`src/rtl/hw_mon_pkg.sv`:
```
// Shared definitions for the hardware threshold monitor: channel FSM state
// encoding, counter widths and the per-channel violation rules.
package hw_mon_pkg;

  // Width of the per-channel debounce counter (debounce depth is 1..15).
  localparam int unsigned LP_CNT_W        = 4;
  // Width of the accepted-voltage-set counter.
  localparam int unsigned LP_SAMPLE_CNT_W = 16;

  // Per-channel supervision state.
  typedef enum logic [1:0] {
    ST_OK    = 2'd0,
    ST_PEND  = 2'd1,
    ST_FAULT = 2'd2
  } chan_state_e;

  // Voltage window check: unsigned, both limits inclusive.
  function automatic logic volt_violates(input logic [31:0] value,
                                         input logic [31:0] thr_hi,
                                         input logic [31:0] thr_lo);
    return (value > thr_hi) || (value < thr_lo);
  endfunction

  // Temperature upper-limit check: signed degrees C, limit inclusive.
  function automatic logic temp_violates(input logic [7:0] value,
                                         input logic [7:0] thr_hi);
    return $signed(value) > $signed(thr_hi);
  endfunction

endpackage

```
`src/rtl/hw_thr_chan.sv`:
```
// One supervised channel: OK/PEND/FAULT state machine with a debounce
// counter. The FSM only advances on its group's strobe; a sticky FAULT is
// released by fault_clear once the latest sample was back in range.
module hw_thr_chan
  import hw_mon_pkg::*;
#(
  parameter int P_DEBOUNCE = 3
) (
  input  logic clk,
  input  logic reset,
  input  logic strobe_i,
  input  logic viol_i,
  input  logic clear_i,
  output logic fault_o
);

  localparam logic [LP_CNT_W-1:0] LP_DEB = LP_CNT_W'(P_DEBOUNCE);
  localparam logic [LP_CNT_W-1:0] LP_ONE = LP_CNT_W'(1);
  localparam logic [LP_CNT_W-1:0] LP_ZERO = LP_CNT_W'(0);

  chan_state_e         state_q, state_d;
  logic [LP_CNT_W-1:0] cnt_q, cnt_d, cnt_inc_s;
  logic                last_viol_q, last_viol_d;
  logic                fault_q;

  // Next-state logic: debounce on strobes, violation has priority over clear.
  always_comb begin
    state_d   = state_q;
    cnt_d     = cnt_q;
    cnt_inc_s = cnt_q + LP_ONE;
    if (strobe_i) begin
      last_viol_d = viol_i;
    end else begin
      last_viol_d = last_viol_q;
    end
    case (state_q)
      ST_OK: begin
        if (strobe_i && viol_i) begin
          cnt_d = LP_ONE;
          if (LP_DEB <= LP_ONE) begin
            state_d = ST_FAULT;
          end else begin
            state_d = ST_PEND;
          end
        end else begin
          cnt_d = LP_ZERO;
        end
      end
      ST_PEND: begin
        if (strobe_i) begin
          if (viol_i) begin
            cnt_d = cnt_inc_s;
            if (cnt_inc_s >= LP_DEB) begin
              state_d = ST_FAULT;
            end else begin
              state_d = ST_PEND;
            end
          end else begin
            state_d = ST_OK;
            cnt_d   = LP_ZERO;
          end
        end else begin
          state_d = ST_PEND;
        end
      end
      ST_FAULT: begin
        // last_viol_d already reflects a same-cycle strobe, so a coincident
        // violating sample keeps the fault latched.
        if (clear_i && !last_viol_d) begin
          state_d = ST_OK;
          cnt_d   = LP_ZERO;
        end else begin
          state_d = ST_FAULT;
        end
      end
      default: begin
        state_d = ST_OK;
        cnt_d   = LP_ZERO;
      end
    endcase
  end

  // State, debounce counter, last-sample flag and registered fault output.
  always_ff @(posedge clk) begin
    if (reset) begin
      state_q     <= ST_OK;
      cnt_q       <= LP_ZERO;
      last_viol_q <= 1'b0;
      fault_q     <= 1'b0;
    end else begin
      state_q     <= state_d;
      cnt_q       <= cnt_d;
      last_viol_q <= last_viol_d;
      fault_q     <= (state_d == ST_FAULT);
    end
  end

  assign fault_o = fault_q;

endmodule

```
`src/rtl/hw_threshold_monitor.sv`:
```
// Voltage/temperature threshold monitor. Each channel is debounced by its own
// hw_thr_chan instance; faults are sticky until fault_clear.
// Optional feature macro: HW_THRESHOLD_WATCHDOG_EN adds a stale-data watchdog
// on voltage_good that drives stale_fault and feeds fault_any.
module hw_threshold_monitor
  import hw_mon_pkg::*;
#(
  parameter int P_NO_CH_VOLT  = 9,
  parameter int P_NO_CH_TEMP  = 5,
  parameter int P_DEBOUNCE    = 3,
  parameter int P_TIMEOUT_CYC = 1000000
) (
  input  logic                              clk,
  input  logic                              reset,
  input  logic                              voltage_good,
  input  logic                              temperature_good,
  input  logic [P_NO_CH_VOLT-1:0][31:0]     voltage_collection,
  input  logic [P_NO_CH_TEMP-1:0][7:0]      temperature_collection,
  input  logic [P_NO_CH_VOLT-1:0][31:0]     volt_thr_hi,
  input  logic [P_NO_CH_VOLT-1:0][31:0]     volt_thr_lo,
  input  logic [P_NO_CH_TEMP-1:0][7:0]      temp_thr_hi,
  input  logic                              fault_clear,
  output logic [P_NO_CH_VOLT-1:0]           volt_fault,
  output logic [P_NO_CH_TEMP-1:0]           temp_fault,
  output logic                              fault_any,
  output logic                              stale_fault,
  output logic [LP_SAMPLE_CNT_W-1:0]        sample_count
);

  // Parameter range guard: an out-of-range debounce depth or timeout
  // elaborates this empty marker block, visible in the design hierarchy.
  if ((P_DEBOUNCE < 1) || (P_DEBOUNCE > 15) || (P_TIMEOUT_CYC < 1)) begin : g_param_out_of_range
  end

  logic [P_NO_CH_VOLT-1:0]      volt_viol_s;
  logic [P_NO_CH_TEMP-1:0]      temp_viol_s;
  logic [P_NO_CH_VOLT-1:0]      volt_fault_s;
  logic [P_NO_CH_TEMP-1:0]      temp_fault_s;
  logic                         stale_s;
  logic                         fault_any_q, fault_any_d;
  logic [LP_SAMPLE_CNT_W-1:0]   sample_count_q, sample_count_d;

  // Per-channel violation flags from the current inputs; only consumed on strobes.
  always_comb begin
    volt_viol_s = {P_NO_CH_VOLT{1'b0}};
    temp_viol_s = {P_NO_CH_TEMP{1'b0}};
    for (int i = 0; i < P_NO_CH_VOLT; i++) begin
      volt_viol_s[i] = volt_violates(voltage_collection[i], volt_thr_hi[i], volt_thr_lo[i]);
    end
    for (int j = 0; j < P_NO_CH_TEMP; j++) begin
      temp_viol_s[j] = temp_violates(temperature_collection[j], temp_thr_hi[j]);
    end
  end

  for (genvar gv = 0; gv < P_NO_CH_VOLT; gv++) begin : g_volt_chan
    hw_thr_chan #(.P_DEBOUNCE(P_DEBOUNCE)) u_chan (
      .clk      (clk),
      .reset    (reset),
      .strobe_i (voltage_good),
      .viol_i   (volt_viol_s[gv]),
      .clear_i  (fault_clear),
      .fault_o  (volt_fault_s[gv])
    );
  end

  for (genvar gt = 0; gt < P_NO_CH_TEMP; gt++) begin : g_temp_chan
    hw_thr_chan #(.P_DEBOUNCE(P_DEBOUNCE)) u_chan (
      .clk      (clk),
      .reset    (reset),
      .strobe_i (temperature_good),
      .viol_i   (temp_viol_s[gt]),
      .clear_i  (fault_clear),
      .fault_o  (temp_fault_s[gt])
    );
  end

`ifdef HW_THRESHOLD_WATCHDOG_EN
  localparam int unsigned       LP_WD_W     = $clog2(P_TIMEOUT_CYC + 1);
  localparam logic [LP_WD_W-1:0] LP_WD_LIMIT = LP_WD_W'(P_TIMEOUT_CYC);
  localparam logic [LP_WD_W-1:0] LP_WD_ONE   = LP_WD_W'(1);
  localparam logic [LP_WD_W-1:0] LP_WD_ZERO  = LP_WD_W'(0);

  logic [LP_WD_W-1:0] wd_cnt_q, wd_cnt_d;
  logic               stale_q, stale_d;
  logic               vg_seen_q, vg_seen_d;

  // Watchdog next state: count idle cycles, latch stale, release on clear after fresh data.
  always_comb begin
    if (voltage_good) begin
      wd_cnt_d = LP_WD_ZERO;
    end else if (wd_cnt_q != LP_WD_LIMIT) begin
      wd_cnt_d = wd_cnt_q + LP_WD_ONE;
    end else begin
      wd_cnt_d = wd_cnt_q;
    end

    if (wd_cnt_q == LP_WD_LIMIT) begin
      stale_d = 1'b1;
    end else if (stale_q && fault_clear && (vg_seen_q || voltage_good)) begin
      stale_d = 1'b0;
    end else begin
      stale_d = stale_q;
    end

    // Remember that fresh voltage data arrived while stale was latched.
    if (!stale_q) begin
      vg_seen_d = 1'b0;
    end else if (voltage_good) begin
      vg_seen_d = 1'b1;
    end else begin
      vg_seen_d = vg_seen_q;
    end
  end

  // Watchdog registers.
  always_ff @(posedge clk) begin
    if (reset) begin
      wd_cnt_q  <= LP_WD_ZERO;
      stale_q   <= 1'b0;
      vg_seen_q <= 1'b0;
    end else begin
      wd_cnt_q  <= wd_cnt_d;
      stale_q   <= stale_d;
      vg_seen_q <= vg_seen_d;
    end
  end

  assign stale_s = stale_q;
`else
  assign stale_s = 1'b0;
`endif

  // Summary fault and wrapping sample counter next state.
  always_comb begin
    fault_any_d = (|volt_fault_s) || (|temp_fault_s) || stale_s;
    if (voltage_good) begin
      sample_count_d = sample_count_q + LP_SAMPLE_CNT_W'(1);
    end else begin
      sample_count_d = sample_count_q;
    end
  end

  // Summary fault register (one cycle behind the channel faults) and sample counter.
  always_ff @(posedge clk) begin
    if (reset) begin
      fault_any_q    <= 1'b0;
      sample_count_q <= LP_SAMPLE_CNT_W'(0);
    end else begin
      fault_any_q    <= fault_any_d;
      sample_count_q <= sample_count_d;
    end
  end

  assign volt_fault   = volt_fault_s;
  assign temp_fault   = temp_fault_s;
  assign fault_any    = fault_any_q;
  assign stale_fault  = stale_s;
  assign sample_count = sample_count_q;

endmodule
```
`config.mk`:
```
export PLATFORM = sky130hd
export DESIGN_NAME = hw_threshold_monitor
export DESIGN_NICKNAME = d
export VERILOG_FILES = /design/src/rtl/hw_mon_pkg.sv /design/src/rtl/hw_thr_chan.sv /design/src/rtl/hw_threshold_monitor.sv
export SDC_FILE = /design/constraint.sdc
export NUM_CORES = 1
export LEC_CHECK = 0
export BUFFER_PORTS_ARGS = -buffer_cell sky130_fd_sc_hd__buf_2
export CELL_PAD_IN_SITES_DETAIL_PLACEMENT = 0
export CELL_PAD_IN_SITES_GLOBAL_PLACEMENT = 1
export CORE_AREA = 2 2 384 386
export CTS_CLUSTER_DIAMETER = 200
export DETAILED_ROUTE_END_ITERATION = 8
export DIE_AREA = 0 0 386 388
export PLACE_DENSITY = 0.43
export SETUP_SLACK_MARGIN = 0.1
export SYNTH_ARGS = -nofsm -noshare
export SYNTH_HDL_FRONTEND = slang
export SYNTH_SLANG_ARGS = --single-unit
```
`constraint.sdc`:
```
create_clock -name clk -period 5.6 [get_ports clk]
set_input_delay 0.84 -clock clk [delete_from_list [all_inputs] [get_ports clk]]
set_output_delay 0.84 -clock clk [all_outputs]
set_load 0.005 [all_outputs]
```
==> flow_summary.json <==
{
  "ioPinCount": 981,
  "grt_pass1_vias": 25450,
  "clk_pin_slew_ns": 0.06,
  "drive_gt1_frac": 0.2614,
  "overflow": 0,
  "cap_violations": 0,
  "syn_inst": 2991,
  "ys_seq_elements": 129,
  "synth_area_leaders": "ha_1 36%, dfxtp_1 12%, inv_1 11%",
  "synth_nets": 4576,
  "r2r_start": "sample_count[2]",
  "hold_depth": 1,
  "dieHeight_um": 388,
  "synth-edff-count": 0,
  "cts_tree": "yes",
  "rrSetupSlack_ns": 3.70,
  "die_w_um": 386,
  "timing.final.crit_period_ns": 3.257,
  "cts_hold_buf": 0,
  "cell_internal_pwr_w": 0.002430,
  "post-route-period-util": 0.5816,
  "worstSetupPathType": "primary input to flop",
  "synthArstFlopShare": 0,
  "design.die.area_um2": 149800,
  "finalSetupViolCount": 0,
  "cts_made_buffers": 17,
  "multi_input_area_um2": 16850,
  "ir_drop_uv": 198.5,
  "max_freq_mhz": 307.0,
  "synth_warnings": 0,
  "ant_nets": 0,
  "synthFlopType": "dfxtp_1",
  "core_area_um2": 145200,
  "ys_seq_area_frac": 0.1166,
  "post_cts_resized": 0,
  "finalWirelength_mm": 106.2,
  "rsz0062_at_grt": "no",
  "cp_data_required_time_ns": 6.00,
  "synth_cell_type_count": 77,
  "vias_per_cell": 4.078,
  "min_to": "g_volt_chan[3].u_chan.state_q[0]",
  "fin_setup_tns_ns": 0,
  "final_common_cell": "buf_2",
  "root_buffer": "clkbuf_16",
  "p_seq_frac": 0.258,
  "clockBufferDepth": 2,
  "p_sw_w": 0.001446,
  "synthDominantCellAreaShare": 0.3593,
  "grt_usage": 0.1375,
  "synth_top_area_cell": "ha_1",
  "reg2reg_to": "sample_count[13]",
  "drt-initial-drc-count": 707,
  "antenna_found_initial": 86,
  "path_cells": "buf_2, ha_1, a21o_1, a21oi_1, nor2_1, a2111oi_0, o221ai_1, o22a_1, nor3b_1, a32o_1",
  "fin_nets": 5536,
  "drc": 0,
  "cp.arrival_ns": 3.65,
  "grt_pass1_wl_mm": 154.2,
  "worst_setup_path_start_kind": "primary input",
  "dr.pass1.iters": 5,
  "syn2layout_area_growth_pct": 35.26,
  "reg2regPathDepth": 5,
  "seq_area_um2": 2582,
  "htreeDepth": 4,
  "finalPower_w": 0.003876,
  "whs_ns": 0.4617,
  "fillers": 16710,
  "vias": 24110,
  "port_buffers": 979,
  "crit_path_end_kind": "flop",
  "p_leak_nw": 16.71,
  "crit_slowest_cell": "a2111oi_0",
  "fin_skew_ns": 0.01231,
  "post_cts_buffers": 0,
  "worstMarginPinSlew_ns": 0.9281,
  "final_cell_mix": "978 x buf_2, 663 x inv_1, 636 x ha_1",
  "hp-class": "flop to flop",
  "hold_violations": 0,
  "drt-wirelength-per-cell_um": 17.96,
  "max_slew_margin": 0.3797,
  "cts_sinks": 129,
  "run_status": "finished clean",
  "p_per_area_nw_per_um2": 129.4,
  "combPwrFrac": 0.430,
  "clock_latency_ns": 0.47,
  "cp_max_fo": 8,
  "place_congestion": 0.8604,
  "pwr-share-clk": 0.312,
  "synth_area_um2": 22150,
  "max_stage_delay_ns": 0.78,
  "syn_area_per_cell_um2": 7.405,
  "rows": 140,
  "hpwl_mm": 97.41,
  "p_sw_frac": 0.3730,
  "drv_slew": 0,
  "min_from": "g_volt_chan[3].u_chan.state_q[1]",
  "initial_utilization": 0.1525,
  "grt_max_degree": 63
}
critical path: cells and delay by family:
kind            cells  cell delay [ns]
simple gates        2             0.45
buf+inv             1             0.11
fa+ha+maj           1             0.30
compound gates      6             1.93
state kept, by name, indices dropped and copies added, names as in the netlist:
register and cells:
g_volt_chan.u_chan.last_viol_q 9, sample_count 16, g_volt_chan.u_chan.fault_o 9, g_temp_chan.u_chan.cnt_q 20, g_temp_chan.u_chan.state_q 10, g_volt_chan.u_chan.state_q 18, g_temp_chan.u_chan.last_viol_q 5, g_volt_chan.u_chan.cnt_q 36
fault_any 1, g_temp_chan.u_chan.fault_o 5
Yosys cell counts, drive strengths merged (9+ instances only):
| master | n |
|---|---|
| nor3 | 45 |
| nand3 | 88 |
| nor2 | 125 |
| o22ai | 9 |
| a22o | 9 |
| nand4 | 98 |
| o21ai | 131 |
| xor2 | 21 |
| ha | 636 |
| nor2b | 46 |
| or3 | 16 |
| o21a | 20 |
| inv | 663 |
| and4 | 13 |
| dfxtp | 129 |
| nand2b | 37 |
| nor4 | 24 |
| a221oi | 34 |
| buf | 18 |
| or4 | 14 |
| a21o | 84 |
| xnor2 | 11 |
| and3 | 9 |
| o211ai | 19 |
| a21oi | 270 |
| clkbuf | 27 |
| nand2 | 195 |
| a2111oi | 10 |
| and2 | 11 |
| a31oi | 13 |
| a221o | 14 |
| a211oi | 37 |
kinds of logic after synthesis:
kind of cell | Yosys count | share of synthesized area
xor+xnor | 32 | 0.01265
buf+inv | 709 | 0.1232
mux | 7 | 0.003220
compound gates | 738 | 0.2161
fa+ha+maj | 636 | 0.3593
other cells | 1 | 0.0001693
flops | 129 | 0.1166
simple gates | 739 | 0.1687
power by group through the flow:
stage                     Clock (W)  Combinational (W)  Sequential (W)
final                       0.00121            0.00167         0.00100
after global routing        0.00131            0.00194         0.00101
after CTS                   0.00129            0.00172         0.00100
after detailed placement          0            0.00170         0.00102
after global placement            0            0.00171         0.00102
after floorplan                   0           0.000931         0.00101
cell type report:
| class | instances | share of cell area |
|---|---|---|
| Inverter | 664 | 0.08320 |
| Clock buffer | 19 | 0.01479 |
| Multi-Input combinational cell | 2153 | 0.5623 |
| Timing Repair Buffer | 986 | 0.1654 |
| Clock inverter | 12 | 0.005346 |
| Tap cell | 1917 | 0.08007 |
| Antenna cell | 32 | 0.002673 |
| Sequential cell | 129 | 0.08620 |
how the worst max path moves through the flow:
stage,start,end
floorplan,volt_thr_hi[78],g_volt_chan[2].u_chan.cnt_q[3]
global placement,voltage_collection[57],g_volt_chan[1].u_chan.cnt_q[1]
detailed placement,voltage_collection[57],g_volt_chan[1].u_chan.cnt_q[1]
CTS,voltage_collection[57],g_volt_chan[1].u_chan.cnt_q[1]
global route,voltage_collection[57],g_volt_chan[1].u_chan.cnt_q[1]
finish,voltage_collection[57],g_volt_chan[1].u_chan.cnt_q[1]
metal layers:
layer / GRT usage / wire length, um / vias to the layer above
li1: - / - / 12490
met1: 0.1362 / 39260 / 10750
met2: 0.2714 / 56870 / 646
met3: 0.04218 / 7802 / 144
met4: 0.03424 / 1808 / 74
met5: 0 / 448 / -
per-stage QoR:
step,worst slack [ns],std cells,util,instance area [um2]
after floorplan,2.508,2991,-,22150
after global placement,1.752,5849,0.2016,29270
after detailed placement,1.746,5849,0.2016,29270
after CTS,2.267,5880,0.2057,29880
after global routing,2.241,5898,0.2061,29920
final,2.343,5912,0.2063,29960
Note: power is estimated with default switching activity, not from simulation.
